<file path="config.mk">
export PLATFORM = sky130hd
export DESIGN_NAME = snake_body_engine
export DESIGN_NICKNAME = d
export VERILOG_FILES = /design/src/rtl/snake_body_engine.sv
export SDC_FILE = /design/constraint.sdc
export NUM_CORES = 1
export LEC_CHECK = 0
export ABC_CLOCK_PERIOD_IN_PS = 8500
export CORE_UTILIZATION = 69
export DETAILED_ROUTE_END_ITERATION = 8
export HOLD_SLACK_MARGIN = 0.1
export PLACE_DENSITY = 0.91
export SLEW_MARGIN = 0
export SYNTH_ARGS = -nofsm -noshare
export SYNTH_HDL_FRONTEND = slang
export SYNTH_SLANG_ARGS = --single-unit
</file>
<file path="constraint.sdc">
create_clock -name clk -period 8.5 [get_ports clk]
set_input_delay 2.125 -clock clk [delete_from_list [all_inputs] [get_ports clk]]
set_output_delay 2.125 -clock clk [all_outputs]
set_load 0.05 [all_outputs]
</file>
<file path="src/rtl/snake_body_engine.sv">
// snake_body_engine
//   Snake state engine for the VGA snake game. Keeps up to MAX_LEN body
//   segments on a GRID_W x GRID_H cell grid and steps the snake once every
//   TICK_DIV clocks while play is enabled. Turn requests are buffered, with
//   reversals rejected. Growth requests are queued. Wall and self collisions
//   are checked against the next head position. The engine also classifies
//   the current VGA pixel for the renderer.
//
// Ports
//   clk                    system clock
//   reset                  asynchronous active-low reset
//   left/right/up/down_press  debounced key levels
//   run                    1 = play, stepping enabled
//   add_cube               growth request level (rising edge queues one)
//   die_flash              1 = snake pixels visible
//   x_pos, y_pos           current VGA pixel
//   snake                  pixel class 00 NONE / 01 HEAD / 10 BODY / 11 WALL
//   cube_num               current length
//   head_x, head_y         head cell
//   step                   one-clock pulse per completed move
//   hit_wall, hit_body     sticky collision flags
module snake_body_engine #(
   parameter int MAX_LEN    = 32,
   parameter int INIT_LEN   = 3,
   parameter int GRID_W     = 40,
   parameter int GRID_H     = 30,
   parameter int CELL_SHIFT = 4,
   parameter int TICK_DIV   = 12500000,
   parameter int WRAP       = 0
) (
   input  logic       clk,
   input  logic       reset,
   input  logic       left_press,
   input  logic       right_press,
   input  logic       up_press,
   input  logic       down_press,
   input  logic       run,
   input  logic       add_cube,
   input  logic       die_flash,
   input  logic [9:0] x_pos,
   input  logic [9:0] y_pos,
   output logic [1:0] snake,
   output logic [6:0] cube_num,
   output logic [5:0] head_x,
   output logic [5:0] head_y,
   output logic       step,
   output logic       hit_wall,
   output logic       hit_body
);

   typedef enum logic [1:0] {
      DIR_RIGHT = 2'd0,
      DIR_LEFT  = 2'd1,
      DIR_UP    = 2'd2,
      DIR_DOWN  = 2'd3
   } dir_e;

   localparam logic        WALLS     = (WRAP == 0);
   localparam logic [31:0] TICK_LAST = 32'(TICK_DIV - 1);

   function automatic dir_e opposite(input dir_e d);
      case (d)
         DIR_RIGHT: opposite = DIR_LEFT;
         DIR_LEFT:  opposite = DIR_RIGHT;
         DIR_UP:    opposite = DIR_DOWN;
         DIR_DOWN:  opposite = DIR_UP;
         default:   opposite = DIR_RIGHT;
      endcase
   endfunction

   logic [5:0]  seg_x_q [MAX_LEN];
   logic [5:0]  seg_y_q [MAX_LEN];
   logic [5:0]  seg_x_d [MAX_LEN];
   logic [5:0]  seg_y_d [MAX_LEN];
   logic [6:0]  len_q, len_d;
   dir_e        committed_q, committed_d, pending_q, pending_d;
   logic [31:0] tick_q, tick_d;
   logic [3:0]  grow_q, grow_d;
   logic        add_prev_q, add_prev_d;
   logic        step_q, step_d;
   logic        hit_wall_q, hit_wall_d;
   logic        hit_body_q, hit_body_d;

   logic        dead_s, active_s, tick_end_s;
   logic        key_valid_s, key_accept_s;
   dir_e        key_dir_s;
   logic [5:0]  nx_s, ny_s;
   logic        wall_s, body_s, grow_apply_s, move_s, rise_s, consume_s;
   logic [9:0]  cell_x_s, cell_y_s;
   logic        on_grid_s, border_s, head_pix_s, body_pix_s;

   assign dead_s       = hit_wall_q | hit_body_q;
   assign active_s     = run & ~dead_s;
   assign tick_end_s   = active_s & (tick_q == TICK_LAST);
   // At full length a queued request is consumed but adds nothing.
   assign grow_apply_s = (grow_q != 4'd0) && (len_q < 7'(MAX_LEN));
   assign move_s       = tick_end_s & ~wall_s & ~body_s;
   assign rise_s       = add_cube & ~add_prev_q;
   assign consume_s    = move_s & (grow_q != 4'd0);

   // Key priority decode and reversal filter against the last committed move
   always_comb begin
      key_valid_s = 1'b1;
      key_dir_s   = DIR_RIGHT;
      if (left_press)       key_dir_s = DIR_LEFT;
      else if (right_press) key_dir_s = DIR_RIGHT;
      else if (up_press)    key_dir_s = DIR_UP;
      else if (down_press)  key_dir_s = DIR_DOWN;
      else                  key_valid_s = 1'b0;
      key_accept_s = key_valid_s && (key_dir_s != opposite(committed_q));
   end

   // Next head cell along the pending direction, with wall or torus handling
   always_comb begin
      nx_s   = seg_x_q[0];
      ny_s   = seg_y_q[0];
      wall_s = 1'b0;
      case (pending_q)
         DIR_RIGHT: begin
            wall_s = WALLS && (seg_x_q[0] >= 6'(GRID_W - 2));
            if (seg_x_q[0] >= 6'(GRID_W - 1)) nx_s = 6'd0;
            else                              nx_s = seg_x_q[0] + 6'd1;
         end
         DIR_LEFT: begin
            wall_s = WALLS && (seg_x_q[0] <= 6'd1);
            if (seg_x_q[0] == 6'd0) nx_s = 6'(GRID_W - 1);
            else                    nx_s = seg_x_q[0] - 6'd1;
         end
         DIR_UP: begin
            wall_s = WALLS && (seg_y_q[0] <= 6'd1);
            if (seg_y_q[0] == 6'd0) ny_s = 6'(GRID_H - 1);
            else                    ny_s = seg_y_q[0] - 6'd1;
         end
         DIR_DOWN: begin
            wall_s = WALLS && (seg_y_q[0] >= 6'(GRID_H - 2));
            if (seg_y_q[0] >= 6'(GRID_H - 1)) ny_s = 6'd0;
            else                              ny_s = seg_y_q[0] + 6'd1;
         end
         default: begin
            nx_s = seg_x_q[0];
         end
      endcase
   end

   // Self collision: the tail is ignored when it is about to vacate its cell
   always_comb begin
      body_s = 1'b0;
      for (int i = 1; i < MAX_LEN; i++) begin
         body_s = body_s | ((7'(i) < len_q) &&
                            ((7'(i) != (len_q - 7'd1)) || grow_apply_s) &&
                            (seg_x_q[i] == nx_s) && (seg_y_q[i] == ny_s));
      end
   end

   // Next state: tick counter, move/shift, flags, direction and growth queue
   always_comb begin
      seg_x_d     = seg_x_q;
      seg_y_d     = seg_y_q;
      len_d       = len_q;
      committed_d = committed_q;
      pending_d   = pending_q;
      tick_d      = tick_q;
      step_d      = 1'b0;
      hit_wall_d  = hit_wall_q;
      hit_body_d  = hit_body_q;
      add_prev_d  = add_cube;

      if (tick_end_s)    tick_d = 32'd0;
      else if (active_s) tick_d = tick_q + 32'd1;
      else               tick_d = tick_q;

      if (tick_end_s && wall_s)      hit_wall_d = 1'b1;
      else if (tick_end_s && body_s) hit_body_d = 1'b1;
      else if (move_s) begin
         seg_x_d[0] = nx_s;
         seg_y_d[0] = ny_s;
         // Shifting every slot also carries the old tail into the new slot on growth.
         for (int i = 1; i < MAX_LEN; i++) begin
            seg_x_d[i] = seg_x_q[i-1];
            seg_y_d[i] = seg_y_q[i-1];
         end
         committed_d = pending_q;
         step_d      = 1'b1;
         if (grow_apply_s) len_d = len_q + 7'd1;
         else              len_d = len_q;
      end else begin
         step_d = 1'b0;
      end

      if (key_accept_s) pending_d = key_dir_s;
      else              pending_d = pending_q;

      if (rise_s && !consume_s && (grow_q != 4'd15)) grow_d = grow_q + 4'd1;
      else if (consume_s && !rise_s)                 grow_d = grow_q - 4'd1;
      else                                           grow_d = grow_q;
   end

   // Pixel classification for the renderer
   always_comb begin
      cell_x_s   = x_pos >> CELL_SHIFT;
      cell_y_s   = y_pos >> CELL_SHIFT;
      on_grid_s  = (x_pos < 10'd640) && (y_pos < 10'd480) &&
                   (cell_x_s < 10'(GRID_W)) && (cell_y_s < 10'(GRID_H));
      border_s   = (cell_x_s == 10'd0) || (cell_x_s == 10'(GRID_W - 1)) ||
                   (cell_y_s == 10'd0) || (cell_y_s == 10'(GRID_H - 1));
      head_pix_s = (cell_x_s == {4'd0, seg_x_q[0]}) && (cell_y_s == {4'd0, seg_y_q[0]});
      body_pix_s = 1'b0;
      for (int i = 1; i < MAX_LEN; i++) begin
         body_pix_s = body_pix_s | ((7'(i) < len_q) &&
                                    (cell_x_s == {4'd0, seg_x_q[i]}) &&
                                    (cell_y_s == {4'd0, seg_y_q[i]}));
      end
      if (!on_grid_s)            snake = 2'b00;
      else if (WALLS && border_s) snake = 2'b11;
      else if (head_pix_s)       snake = die_flash ? 2'b01 : 2'b00;
      else if (body_pix_s)       snake = die_flash ? 2'b10 : 2'b00;
      else                       snake = 2'b00;
   end

   // State registers with asynchronous reset to the starting snake
   always_ff @(posedge clk or negedge reset) begin
      if (!reset) begin
         for (int i = 0; i < MAX_LEN; i++) begin
            if (i < INIT_LEN) begin
               seg_x_q[i] <= 6'(10 - i);
               seg_y_q[i] <= 6'd5;
            end else begin
               seg_x_q[i] <= 6'd0;
               seg_y_q[i] <= 6'd0;
            end
         end
         len_q       <= 7'(INIT_LEN);
         committed_q <= DIR_RIGHT;
         pending_q   <= DIR_RIGHT;
         tick_q      <= 32'd0;
         grow_q      <= 4'd0;
         add_prev_q  <= 1'b0;
         step_q      <= 1'b0;
         hit_wall_q  <= 1'b0;
         hit_body_q  <= 1'b0;
      end else begin
         seg_x_q     <= seg_x_d;
         seg_y_q     <= seg_y_d;
         len_q       <= len_d;
         committed_q <= committed_d;
         pending_q   <= pending_d;
         tick_q      <= tick_d;
         grow_q      <= grow_d;
         add_prev_q  <= add_prev_d;
         step_q      <= step_d;
         hit_wall_q  <= hit_wall_d;
         hit_body_q  <= hit_body_d;
      end
   end

   assign cube_num = len_q;
   assign head_x   = seg_x_q[0];
   assign head_y   = seg_y_q[0];
   assign step     = step_q;
   assign hit_wall = hit_wall_q;
   assign hit_body = hit_body_q;

endmodule

</file>
# Word level (Yosys, flattened, before mapping)
# Index checks and enable logic that the tools add are counted.
# W data, S select, Z words.
# totals
reg_bits,435
inputBits,29
out_inout_bits,24
elab_cells,608
# op_classes
add_sub_neg,9
magnitude_cmp,42
n_eq_ne,168
mux,29
bitwise,73
reduce_logical,214
# ops
op,n
$eq A6 B6 Y1,126
$logic_and A1 B1 Y1,166
$lt A5 B7 Y1 const A,16
$ne A5 B7 Y1 const A,16
$mux W32,2
$or A1 B1 Y1,61
$lt A4 B7 Y1 const A,8
$ne A4 B7 Y1 const A,8
$logic_or A1 B1 Y1,34
$add A32 B1 Y32 const B,1
$eq A32 B24 Y1 const B,1
$lt A3 B7 Y1 const A,4
$ne A3 B7 Y1 const A,4
$mux W6,4
$pmux W6 S2,2
$logic_not A10 Y1,2
$mux W2,9
$lt A2 B7 Y1 const A,2
$ne A2 B7 Y1 const A,2
$add A6 B1 Y6 const B,2
$ge A6 B5 Y1 const B,2
$ge A6 B6 Y1 const B,2
$le A6 B1 Y1 const B,2
$logic_not A6 Y1,2
31 further kinds,57

# Longest topological paths before layout
# logic_depth
word_depth,43
ltp_mapped,23
mapped_depth_nobuf,19

# Worst setup path after synthesis
# No wires, ideal clock.
# synth_path
path_kind,input -> output
start,in y_pos[6]
end,out snake[1]
t_arrival_ns,5.064
t_required_ns,6.375
path_slack_ns,1.311
cell_stages,11
n_path_buf,3
cell_sequence,clkbuf_1 -> clkbuf_1 -> buf_1 -> xnor2_1 -> nand4_1 -> nor4_1 -> nand4_1 -> nand4_1 -> nor4_1 -> a311o_1 -> a21oi_1
# synth_between
elab_chain_len,36
word_cells_on_any_way,107
cone_classes,order compare: 2; eq/ne: 33; mux: 4; bitwise: 30; reduce/logical: 38
# synth_lines
item,line,source
"start, declared",41,"input logic [9:0] y_pos,"
$eq A6 B6 Y1,211,"(cell_y_s == {4'd0, seg_y_q[i]}));"
$logic_and A1 B1 Y1,210,"(cell_x_s == {4'd0, seg_x_q[i]}) &&"
$or A1 B1 Y1 (30 in a row),209,body_pix_s = body_pix_s | ((7'(i) < len_q) &&
$mux W2,216,else if (body_pix_s) snake = die_flash ? 2'b10 : 2'b00;
$mux W2,215,else if (head_pix_s) snake = die_flash ? 2'b01 : 2'b00;
$mux W2,214,else if (WALLS && border_s) snake = 2'b11;
$mux W2 *,213,if (!on_grid_s) snake = 2'b00;
"end, declared",42,"output logic [1:0] snake,"
# Every way passes the cells marked *; elsewhere a longest branch is shown, timed or not.

# Worst setup path after layout
# layout_path
start,in y_pos[7]
end,out snake[1]
# Same word-level chain as after synthesis.

==> results list <==
* Number of port buffers: 44
* Pint: 3.741 mW
* Net count after synthesis: approximately 2600
- Endpoint arrival time on the critical path: 5.56 ns
- Entering global routing, the biggest net connects 156 pins.
- Setup repair after global routing missed its margin: no
* Final weighted congestion in routability-driven placement: between 1 and 1.5
- The share of the Yosys chip area taken by registers is 0.3943.
- Top library cells by usage in the layout, fill and taps aside: 422 x dfrtp_1, 414 x xor2_1, 373 x mux2_2
- After clock tree synthesis, the clock-pin slew on the worst setup and hold paths is 0.06 ns.
- dfrtp_1 takes more of the synthesized area than any other cell.
* Estimated wirelength of the detail-placed design: 58200 um
- For this configuration, the core starts out at a cell density of 0.7071.
- The number of global-route vias before repair came to 22550.
* Period Utilization, post-route: 0.9040
* Number of vias in the routed layout: 22070
* List of cells traversed by the critical path: buf_2, buf_4, xor2_1, nor4_1, a41oi_1, and3_1, nand4_1, nor4_1, a311o_1, a21oi_1, buf_4
* Root buffer selected by CTS: clkbuf_16
- Summed over all layers, the routed wires come to 87990 um.
- Sum of buffers and inverters on the critical path: 3
- For this run, the total global-route usage over all layers was measured as 0.4315.
- Compared with the post-synthesis result, the final layout area differs by 9.340%.
* Wire length of the first global-routing pass: 134500 um
- The number of antenna violations at the first check in global routing was 0.
- NumNets Final: 2581
- Prevailing post-synth register cell: dfrtp_1
* Mean area per synthesized cell: ~11 um2
- Net switching component of the power: 1.430 mW
- Fin. Hold Viols: 0
- Endpoint kind of the worst setup timing path: primary output
- The flow ran to the end, and the final reports show no timing, DRC or antenna violations.
- Final worst slack: slightly above 0.8 ns
- The library cell used most frequently in the layout, excluding fill and tap cells, is dfrtp_1.
* Floorplan die width: 202.2 um
* Proportion of power drawn by combinational gates: 0.146
* Fraction of power consumed by sequential logic: 0.410
* Launching element type of the critical path: input pin
- Worst ir drop on vdd: 0.0001196 V
* Crit Path Category: input pin to primary output
* Slew Limit Fails: 0
- Prior to clock tree synthesis, the placed netlist has a worst setup slack of 1.131 ns.
- Number of flops mapped to enable cells by yosys: 0
* Placeable core area: 39100 um2
- Post-synthesis register bit count: between 400 and 500
- Overall overflow remaining after global route: 0
* Final critical delay including setup and external delays: 7.684 ns
- Hold Crit Class: flip-flop to flip-flop
- Largest cells by area after synthesis: dfrtp_1 38%, mux2_2 15%, xor2_1 13%
- Post-detailed-route DRC marker count: 0
- In the final layout, the share of cells above drive strength 1 is 0.2226.
* 1st-pass router iterations: 6
- Summing every instance area after synthesis gives ~28000 um2.
* H-tree depth reported by CTS: 2
- TritonCTS built the clock tree.
- In this run the deepest clock path goes through 3 buffers.
* Total number of yosys warnings: 0
- The tool flagged a number of max-cap violations equal to 0.
- Instance count of the mapped netlist: 2555
* Die Span Y: 202.2 um
- Clock share of power: 0.443
- TritonCTS buffer count: 47
- Number of standard-cell rows in the floorplan: 72
- Leakage: 13.98 nW
* Internal reg-to-reg setup slack: 1.17 ns
- For this design the top-level I/O count stands at 53.
- # clock sinks: 435
- Worst-case clock skew: around 0.015 ns
* Initial detailed-routing violation count: 3035
- Share of the synthesized area in the top cell type: 0.3820
- Total negative slack: 0 ns
* Worst skew pair latency: roughly 0.60 ns
* Count of buffers added by post-CTS timing repair for setup: 0
- In the final routed layout, each cell accounts on average for roughly 28 um.
- Setup violations remaining at the end of the flow were counted as 0.
- The synthesized netlist contains 76 unique library cells.
* CTS Hold Bufs: 0
* Fmax achieved: roughly 130 MHz
- Dividing the detail-routed via count by the number of cells gives slightly above 7.
* Pwr Density: 171.0 nW/um2
- Worst relative slew slack: 0.2003
- In this run the worst path has a maximum fanout of 19.
* Pin slew with the least headroom to its limit: 1.197 ns
* Die area: 40870 um2
- Gate family responsible for the most delay along the worst path: buffers and inverters
* Delay of the slowest critical-path stage: 0.74 ns
* Cells resized by post-CTS repair: 0
* Switching share of power: 0.2765
- Critical-path cell with the highest stage delay: nor4_1
- Remaining number of nets flagged by the antenna check after routing: 0
- Critical Path RT: around 6.4 ns
* Share of synthesized registers carrying an async set or reset: 1.000
## layer usage
layer | share of wire | global-route usage | routed length (um)
met4 | 0.075 | 0.2981 | 6589
met3 | 0.12 | 0.1211 | 10770
met1 | 0.36 | 0.5439 | 31870
met2 | 0.44 | 0.6452 | 38760
met5 | 0 | 0 | 0
## path summary, 6_finish.rpt
kind	cells after the start	to	startpoint
hold reg to reg	1	hit_body$_DFFE_PN0P_	hit_body$_DFFE_PN0P_
hold / removal	1	hit_body$_DFFE_PN0P_	hit_body$_DFFE_PN0P_
setup / recovery	11	snake[1]	y_pos[7]
setup reg to reg	16	seg_x_q[3]$_DFFE_PN0P_	head_x[0]$_DFFE_PN0P_
max in group asynchronous	2	seg_y_q[10]$_DFFE_PN0P_	reset
min in group asynchronous	1	seg_x_q[11]$_DFFE_PN0P_	reset
## flip-flops by register name, summed over array words and instances (netlist names)
register and cells:
hit_wall 1, seg_y_q 186, grow_q 4, committed_q 2
head_y 6, step 1, add_prev_q 1, seg_x_q 186
hit_body 1, head_x 6, tick_q 32, pending_q 2
cube_num 7
## final cells by class
class,count,area [um2]
clock inverters,23,340.3
well taps,518,648.1
fillers,2279,8867
flip-flops and latches,435,10900
inverters,21,78.83
repair buffers,108,1001
diodes,1,2.502
multi-input cells,1919,15880
clock buffers,64,1383
## power by group through the flow
| stage | clock, mW | combinational (mW) | sequential, mW |
|---|---|---|---|
| floorplan | 0 | 0.473 | 2.15 |
| global placement | 0 | 0.688 | 2.15 |
| detailed placement | 0 | 0.714 | 2.16 |
| CTS | 2.30 | 0.729 | 2.12 |
| global route | 2.37 | 0.790 | 2.12 |
| finish | 2.29 | 0.757 | 2.12 |
## worst reg2reg max path, delay by kind of cell, from the launching register on
family | cells | cell delay (ns)
simple gates | 6 | 2.74
fa+ha+maj | 1 | 0.36
xor+xnor | 2 | 0.47
buf+inv | 4 | 1.58
compound gates | 2 | 1.02
mux | 1 | 0.43
flops | 1 | 0.60
## cells by family (layout without fill, tap and decap cells)
| family | Yosys count | after routing | share of synthesized area |
|---|---|---|---|
| buf+inv | 201 | 216 | 0.03412 |
| other cells | 0 | 1 | 0 |
| xor+xnor | 783 | 783 | 0.2480 |
| fa+ha+maj | 20 | 20 | 0.009323 |
| simple gates | 519 | 519 | 0.1067 |
| mux | 377 | 377 | 0.1534 |
| compound gates | 220 | 220 | 0.05413 |
| flops | 435 | 435 | 0.3943 |
## per-stage QoR
| stage | hold WS (ns) | instances | instance area, um2 | utilization | total power, mW |
|---|---|---|---|---|---|
| floorplan | 0.4661 | 2555 | 27650 | - | 2.621 |
| global placement | 0.4649 | 3001 | 28500 | 0.7291 | 2.842 |
| detailed placement | 0.4707 | 3001 | 28500 | 0.7291 | 2.871 |
| CTS | 0.4835 | 3088 | 30230 | 0.7731 | 5.147 |
| global route | 0.5054 | 3088 | 30230 | 0.7731 | 5.289 |
| finish | 0.4847 | 3089 | 30230 | 0.7732 | 5.170 |
## Yosys cell counts (48+ instances only)
cell and n:
clkbuf_1 64, buf_2 73, nor4_1 123, nand3_1 50, xor2_1 414, dfrtp_1 422
nand2_1 83, mux2_2 373, nand4_1 113, o21ai_0 75, nor2_1 48, xnor2_1 369
No activity file was read; power rests on OpenSTA's default activity.
